===== src/rtl/dac_ltc2624_spi_ctrl.sv =====
// SPI master for the LTC2624 quad DAC: sends one 32-bit frame per accepted start and
// captures the 32 bits returned on SDO. SCK/MOSI/CS are registered decodes of the next state.
module dac_ltc2624_spi_ctrl #(
  parameter int unsigned CLK_DIV = 2,
  parameter int unsigned GAP     = 4
) (
  input  logic        clk,
  input  logic        DAC_CLR,
  input  logic        start,
  input  logic [3:0]  cmd,
  input  logic [3:0]  addr,
  input  logic [11:0] data,
  input  logic        DAC_OUT,
  output logic        SPI_SCK,
  output logic        SPI_MOSI,
  output logic        DAC_CS,
  output logic        busy,
  output logic        done,
  output logic [31:0] rx_word
);

  typedef enum logic [2:0] {StIdle, StSetup, StSckHi, StSckLo, StGap} state_e;

  localparam logic [7:0] DivLast = 8'(CLK_DIV - 1);
  localparam logic [7:0] GapLast = 8'(GAP - 1);

  state_e      state_q, state_d;
  logic [7:0]  cnt_q, cnt_d;
  logic [4:0]  bit_q, bit_d;
  logic [1:0]  rdy_q;
  logic [31:0] tx_q, tx_d, rx_sh_q, rx_sh_d, rx_word_q, rx_word_d;
  logic        sck_q, sck_d, cs_q, cs_d, busy_q, busy_d, done_q, done_d;
  logic        div_end, accept;

  assign div_end = (cnt_q == DivLast);
  // Reset release is synchronised: start is honoured only once rdy_q has filled.
  assign accept  = start & rdy_q[1];

  always_ff @(posedge clk or negedge DAC_CLR) begin
    if (!DAC_CLR) begin
      state_q <= StIdle;
      cnt_q   <= '0;
      bit_q   <= '0;
      rdy_q   <= '0;
    end else begin
      state_q <= state_d;
      cnt_q   <= cnt_d;
      bit_q   <= bit_d;
      rdy_q   <= {rdy_q[0], 1'b1};
    end
  end

  always_comb begin
    state_d = state_q;
    cnt_d   = cnt_q + 8'd1;
    bit_d   = bit_q;
    unique case (state_q)
      StIdle: begin
        cnt_d = '0;
        if (accept) begin
          state_d = StSetup;
          bit_d   = '0;
        end
      end
      StSetup: begin
        if (div_end) begin
          state_d = StSckHi;
          cnt_d   = '0;
        end
      end
      StSckHi: begin
        if (div_end) begin
          state_d = StSckLo;
          cnt_d   = '0;
        end
      end
      StSckLo: begin
        if (div_end) begin
          cnt_d = '0;
          if (bit_q == 5'd31) begin
            state_d = StGap;
          end else begin
            state_d = StSckHi;
            bit_d   = bit_q + 5'd1;
          end
        end
      end
      StGap: begin
        if (cnt_q == GapLast) begin
          state_d = StIdle;
          cnt_d   = '0;
        end
      end
      default: begin
        state_d = StIdle;
        cnt_d   = '0;
      end
    endcase
  end

  always_comb begin
    sck_d     = (state_d == StSckHi);
    cs_d      = !(state_d inside {StSetup, StSckHi, StSckLo});
    busy_d    = (state_d != StIdle);
    done_d    = (state_d == StGap) && (state_q != StGap);
    tx_d      = tx_q;
    rx_sh_d   = rx_sh_q;
    rx_word_d = rx_word_q;
    if (state_q == StIdle && state_d == StSetup) begin
      tx_d = {8'h00, cmd, addr, data, 4'h0};
    end
    // MOSI only moves on the falling SCK edge.
    if (state_d == StSckLo && state_q != StSckLo) begin
      tx_d = {tx_q[30:0], 1'b0};
    end
    if (state_d == StSckHi && state_q != StSckHi) begin
      rx_sh_d = {rx_sh_q[30:0], DAC_OUT};
    end
    if (done_d) begin
      tx_d      = '0;
      rx_word_d = rx_sh_q;
    end
  end

  always_ff @(posedge clk or negedge DAC_CLR) begin
    if (!DAC_CLR) begin
      sck_q     <= 1'b0;
      cs_q      <= 1'b1;
      busy_q    <= 1'b0;
      done_q    <= 1'b0;
      tx_q      <= '0;
      rx_sh_q   <= '0;
      rx_word_q <= '0;
    end else begin
      sck_q     <= sck_d;
      cs_q      <= cs_d;
      busy_q    <= busy_d;
      done_q    <= done_d;
      tx_q      <= tx_d;
      rx_sh_q   <= rx_sh_d;
      rx_word_q <= rx_word_d;
    end
  end

  assign SPI_SCK  = sck_q;
  assign SPI_MOSI = tx_q[31];
  assign DAC_CS   = cs_q;
  assign busy     = busy_q;
  assign done     = done_q;
  assign rx_word  = rx_word_q;

endmodule

===== config.mk =====
export PLATFORM = sky130hd
export DESIGN_NAME = dac_ltc2624_spi_ctrl
export DESIGN_NICKNAME = d
export VERILOG_FILES = /design/src/rtl/dac_ltc2624_spi_ctrl.sv
export SDC_FILE = /design/constraint.sdc
export NUM_CORES = 1
export LEC_CHECK = 0
export BUFFER_PORTS_ARGS = -buffer_cell sky130_fd_sc_hd__buf_2
export CELL_PAD_IN_SITES_DETAIL_PLACEMENT = 1
export CELL_PAD_IN_SITES_GLOBAL_PLACEMENT = 1
export CORE_ASPECT_RATIO = 1.5
export CORE_UTILIZATION = 40
export CTS_CLUSTER_SIZE = 25
export DETAILED_ROUTE_END_ITERATION = 7
export PLACE_DENSITY_LB_ADDON = 0.08
export RECOVER_POWER = 50
export SYNTH_ARGS = -nofsm -noshare
export SYNTH_HDL_FRONTEND = slang
export SYNTH_SLANG_ARGS = --single-unit

===== constraint.sdc =====
create_clock -name clk -period 3 [get_ports clk]
set_input_delay 0.3 -clock clk [delete_from_list [all_inputs] [get_ports clk]]
set_output_delay 0.3 -clock clk [all_outputs]
set_load 0.1 [all_outputs]

==> results of run 1 <==
[state kept, by name (all words and copies together), names as in the netlist]
register  cells
DAC_CS        1
SPI_SCK       1
bit_q         5
busy          1
cnt_q         8
done          1
rdy_q         2
rx_sh_q      32
rx_word      32
state_q       3
tx_q         28
[cell type report]
cell class / instances / area [um2] / area share (%)
inverters: 5 / 18.8 / 0.325
clock buffers: 17 / 425 / 7.37
well taps: 150 / 188 / 3.25
multi-input cells: 250 / 1770 / 30.7
flip-flops and latches: 114 / 2850 / 49.4
repair buffers: 69 / 358 / 6.20
clock inverters: 14 / 156 / 2.71
[worst min-delay path by stage]
stage	startpoint	to	slack, ns
global route	DAC_OUT	rx_sh_q[0]	0.12
floorplan	DAC_CLR	SPI_SCK	0.004
CTS	DAC_CLR	tx_q[18]	0.03
detailed placement	rdy_q[0]	rdy_q[1]	0.34
finish	DAC_OUT	rx_sh_q[0]	0.14
global placement	rdy_q[0]	rdy_q[1]	0.34
[worst reg2reg max path, delay by kind of cell (launching register included)]
family	cells	cell delay (ns)
compound gates	1	0.09
fa+ha+maj	1	0.14
buf+inv	2	0.52
flops	1	0.42
simple gates	3	1.09
[layer usage]
metal  global-route usage (%)  vias up
met1                     22.6     1634
met3                     5.39       17
li1                         -     1513
met5                        0        -
met4                     7.94        0
met2                     29.9       65
[stage by stage]
| step | instance area [um2] | util, % | hold slack, ns | cells |
|---|---|---|---|---|
| after floorplan | 4760 | - | 0.00441 | 392 |
| after detailed placement | 5220 | 45.2 | 0.343 | 588 |
| final | 5770 | 50.1 | 0.138 | 619 |
| after CTS | 5800 | 50.3 | 0.0287 | 619 |
| after global placement | 5220 | 45.2 | 0.337 | 588 |
| after global routing | 5770 | 50.1 | 0.125 | 619 |
[logic make-up after synthesis]
group	Yosys count
other	1
DFF	114
xor gates and xnor gates	9
AOI/OAI and AO/OA	37
and+or+nand+nor	135
muxes	64
buffers and inverters	28
adders and majority gates	4
[synth_stat cells, drive strengths merged (2+ instances only)]
cell       n
nor4       3
nand3     45
nor2      32
clkbuf    12
nand2     36
mux2      64
nand4bb    2
inv        5
nand2b     2
xnor2      4
o21ai     10
buf       11
a21oi      4
and3       3
dfrtp    113
xor2       5
ha         4
nand4      4
a31oi     20
[power breakdown]
part / total (W) / internal (W) / switching (W)
Sequential: 0.00207 / 0.00185 / 0.000220
Clock: 0.00197 / 0.00123 / 0.000744
Combinational: 0.00113 / 0.000422 / 0.000713
==> results_dict.tcl, run 1 <==
set metrics [dict create \
    yosys_warnings 0 \
    hp-class "input port to flip-flop" \
    cpLargestDelayFamily "simple AND/OR/NAND/NOR gates" \
    r2r-end "tx_q[17]" \
    ff2ff_setup_slack_ns 0.61 \
    yosys.area.top_type "dfrtp_1" \
    antenna_cells 0 \
    p_leak_nw 2.83 \
    peakVddDrop_uv 477 \
    synthDistinctLibCells 40 \
    clk_latency_ns 0.41 \
    syn_area_um2 4760 \
    powerDensity_nw_per_um2 896 \
    min_period_ns 2.39 \
    hold_violations 0 \
    max-cap-violations 1 \
    wl_met3_um 408 \
    numPortBuffers 60 \
    synthAdderAreaFrac_pct 1.05 \
    status "finished, violations left" \
    cp-end-kind "flip-flop" \
    yosysTopAreaCellShare_pct 59.5 \
    rows 48 \
    yosysSeqAreaShare_pct 60.0 \
    rsz0062_at_grt "false" \
    yosys.area_share.simple_pct 14.4 \
    dieArea_um2 12300 \
    syn_inst 392 \
    die_h_um 136 \
    cts_buffers 17 \
    criticalPathCategory "flip-flop to flip-flop" \
    hpwlAfterDp_um 6240 \
    rr_worst_depth 7 \
    met2WireLength_um 5020 \
    dr.pass1.iters 4 \
    path_buf_inv 2 \
    grt_pass1_vias 3503 \
    crit_slowest_cell "nand4_4" \
    dpl_worst_slack_ns 0.546 \
    dieWidth_um 91.0 \
    drt_iter0_drc 125 \
    synth_xor_xnor_area_share_pct 1.66 \
    fin_crit_sh_pct 79.8 \
    cp_data_arrival_time_ns 2.66 \
    synth_top_family_by_area "multiplexers" \
    wl_per_cell_um 16.2 \
    final_cell_mix "113 x dfrtp_1, 63 x mux2_2, 45 x nand3_1" \
    start_util_pct 41.2 \
    fin_skew_ns 0.00664 \
    path_cells "inv_1, ha_1, nor3b_2, nand4_4, buf_4, nand3_1, a31oi_1" \
    drive_above_1_share_pct 33.5 \
    crit_start "cnt_q[1]" \
    synth_nets 420 \
    fillers 1223 \
    setup_tns_ns 0 \
    max_freq_mhz 418 \
    cts_tree "yes" \
    drc 0 \
    htree_levels 4 \
    cp_num_cells 7 \
    routed_wl_um 10000 \
    worstReg2RegStart "cnt_q[1]" \
    synth_edf_count 0 \
    async_reset_ff_share_pct 100 \
    clock-sinks 114 \
    slew-limit-headroom_pct -8.63 \
    nNetsFinal 485 \
    synthMuxAreaShare_pct 15.2 \
    cp_slowest_stage_delay_ns 0.62 \
    synth_compound_area_share_pct 4.81 \
    coreArea_um2 11500 \
    violations "capacitance limit, slew limit" \
    synth_area_leaders "dfrtp_1 59%, mux2_2 15%, nand3_1 4.7%" \
    p_total_w 0.00517 \
    wl_met1_um 4380 \
    layout_commonest_cell "dfrtp_1" \
    fin_ws_ns 0.606 \
    endpoint "tx_q[17]" \
    io_pins 61 \
    grt_max_degree 63 \
    drv_slew 62 \
    synth_seq_cells 114 \
    grt_use_total_pct 18.3 \
    antenna_found_initial 0 \
    path_clk_slew_ns 0.06 \
    gp_routability_congestion 0.731 \
    cts_resized 0 \
    synthToLayoutAreaGrowth_pct 21.4 \
    finalSetupViolCount 0 \
    start_kind "flip-flop" \
    routed_via_density 5.22 \
    cts.path.max_buffers 2 \
    post_cts_buffers 0 \
    synth.avg_cell_area_um2 12.1 \
    cp.required_ns 3.27 \
    grt_pass1_wl_um 17400 \
    holdBufCountCts 0 \
    gr-total-overflow 0 \
    worstPathMaxFanout 37 \
    hold_depth 2 \
    vias 3229 \
    synth_ff_type "dfrtp_1" \
    maxUsedRoutingLayer "met4" \
    antenna_left 0 \
    cts-root-buf "clkbuf_16" \
    worst_pin_slew_ns 1.63 \
]
No activity file was read; power rests on OpenSTA's default activity.
==> run 2: changes to the inputs <==
- ABC_AREA: unset -> 1
- clock period: 3 -> 2.4 ns (I/O delays scaled with it)
==> results_dict.tcl, run 2 <==
set metrics [dict create \
    status "complete, no violations" \
    synth_seq_cells 114 \
    start_kind "flip-flop" \
    worst_pin_slew_ns 1.18 \
    dpl_worst_slack_ns 0.209 \
    synth_edf_count 0 \
    antenna_cells 0 \
    htree_levels 4 \
    grt_pass1_vias 4159 \
    grtUsageMet1_pct 22.5 \
    wl_per_cell_um 14.7 \
    yosysSeqAreaShare_pct 58.0 \
    dieArea_um2 12800 \
    synth.avg_cell_area_um2 8.86 \
    dieWidth_um 92.6 \
    hp-class "input port to flip-flop" \
    synth_common_cells "220 x nand2_1, 113 x dfrtp_1, 37 x inv_1" \
    final_cells 785 \
    peakVddDrop_uv 547 \
    start_util_pct 41.0 \
    multi_input_area_um2 1760 \
    cts_resized 0 \
    layout_commonest_cell "nand2_1" \
    gp_routability_congestion 0.759 \
    clock-sinks 114 \
    grt_use_total_pct 20.3 \
    cts_tree "yes" \
    finalSetupViolCount 0 \
    grt_pass1_wl_um 19800 \
    grt_max_degree 43 \
    cts_buffers 17 \
    antenna_found_initial 0 \
    regArea_um2 2850 \
    synth_nets 584 \
    ff2ff_setup_slack_ns 0.18 \
    hold_violations 0 \
    synth_most_common_cell "nand2_1" \
    gr-max-usage-layer "met2" \
    gr-total-overflow 0 \
    drv_slew 0 \
    nNetsFinal 649 \
    p_leak_nw 3.15 \
    fin_crit_sh_pct 92.4 \
    final_cell_mix "220 x nand2_1, 113 x dfrtp_1, 48 x buf_2" \
    synth_area_leaders "dfrtp_1 57%, nand2_1 17%, nand4_1 4.2%" \
    die_h_um 138 \
    powerDensity_nw_per_um2 1140 \
    worstReg2RegStart "bit_q[0]" \
    cp_data_arrival_time_ns 2.50 \
    criticalPathCategory "flip-flop to flip-flop" \
    crit_start "bit_q[0]" \
    cp_slowest_stage_delay_ns 0.41 \
    hpwlAfterDp_um 7490 \
    cts.path.max_buffers 2 \
    synthDistinctLibCells 31 \
    drc 0 \
    max_freq_mhz 451 \
    dpl.cell_count 754 \
    yosys_warnings 0 \
    yosysTopAreaCellShare_pct 57.4 \
    synthToLayoutAreaGrowth_pct 18.9 \
    min_period_ns 2.22 \
    dr.pass1.iters 4 \
    yosys.area.top_type "dfrtp_1" \
    fin_skew_ns 0.00652 \
    fillers 1489 \
    io_pins 61 \
    cpLargestDelayFamily "simple AND/OR/NAND/NOR gates" \
    crit_slowest_cell "dfrtp_1" \
    antenna_left 0 \
    rows 49 \
    rr_worst_depth 10 \
    endpoint "rx_sh_q[24]" \
    rsz0062_at_grt "false" \
    vias 3878 \
    grt_use_met3_pct 5.21 \
    slew-limit-headroom_pct 21.6 \
    r2r-end "rx_sh_q[24]" \
    cp-end-kind "flip-flop" \
    setup_tns_ns 0 \
    routed_via_density 4.94 \
    clk_latency_ns 0.41 \
    coreArea_um2 12000 \
    path_clk_slew_ns 0.05 \
    async_reset_ff_share_pct 100 \
    syn_inst 556 \
    path_buf_inv 1 \
    gr-usage-met2_pct 36.7 \
    numPortBuffers 60 \
    path_cells "ha_1, inv_1, nor3_1, ha_1, nor2_1, nor2_1, a21oi_4, nand3_4, nand2_1, nand2_1" \
    worstPathMaxFanout 32 \
    routed_wl_um 11500 \
    syn_area_um2 4920 \
    cp_num_cells 10 \
    fin_ws_ns 0.181 \
    drive_above_1_share_pct 16.8 \
    max-cap-violations 0 \
    drt_iter0_drc 124 \
    synth_ff_type "dfrtp_1" \
    cts-root-buf "clkbuf_16" \
    cp.required_ns 2.69 \
]
run 2: area by class of cell:
type / count / area share, %
clock buffer: 24 / 8.23
clock inverter: 6 / 0.556
tap: 153 / 3.27
timing repair buffer: 73 / 6.45
multi-input combinational: 372 / 30.0
inverter: 43 / 2.76
sequential: 114 / 48.7
run 2: stage by stage:
step / total power (W) / area (um2) / utilization [%] / hold WS (ns)
2_1_floorplan: 0.00409 / 4920 / - / -0.0556
3_3_place_gp: 0.00447 / 5360 / 44.6 / 0.330
3_5_place_dp: 0.00454 / 5360 / 44.6 / 0.340
4_1_cts: 0.00678 / 5880 / 48.9 / 0.0816
5_1_grt: 0.00712 / 5850 / 48.7 / 0.102
6_report: 0.00668 / 5850 / 48.7 / 0.0871
run 2: report_power, final:
part           switching, W  total [W]  internal [W]  leakage (nW)
Clock              0.000819    0.00219       0.00138         0.255
Sequential         0.000168    0.00242       0.00226          1.53
Combinational       0.00153    0.00206      0.000535          1.36
Total               0.00251    0.00668       0.00417          3.15
run 2: worst reg2reg max path: cells and delay by family, from the launching register on:
kind	cells	cell delay (ns)
buffers and inverters	1	0.08
adders and majority gates	2	0.44
and+or+nand+nor	6	0.90
AOI/OAI and AO/OA	1	0.26
DFF	1	0.41
run 2: how the worst min path moves through the flow:
stage / start / endpoint / slack [ns] / cells after the start
final: data[0] / tx_q[4] / 0.09 / 3
after global routing: DAC_OUT / rx_sh_q[0] / 0.10 / 3
after CTS: data[0] / tx_q[4] / 0.08 / 3
after detailed placement: DAC_CLR / cnt_q[4] / 0.34 / 2
after global placement: DAC_CLR / cnt_q[4] / 0.33 / 2
after floorplan: DAC_CLR / SPI_SCK / -0.06 / 0
run 2: layer usage:
layer / share of wire [%] / up-vias
met5: 0 / -
met1: 40 / 1917
li1: - / 1899
met2: 55 / 49
met4: 1.3 / 0
met3: 3.2 / 13
run 2: kinds of logic after synthesis:
| kind of cell | synth area share, % |
|---|---|
| AND/OR/NAND/NOR | 27.9 |
| adder cells (fa/ha/maj) | 1.02 |
| XOR/XNOR | 0.534 |
| other | 0.0761 |
| AO/OA/AOI/OAI | 6.15 |
| buffers and inverters | 6.40 |
| flip-flops | 58.0 |
run 2: repair_timing:
action / in CTS / in global routing
endpoints found under the setup margin: 0 / 3
hold buffers: 1 / 0
buffers inserted: 0 / 0
endpoints found under the hold margin: 113 / 0
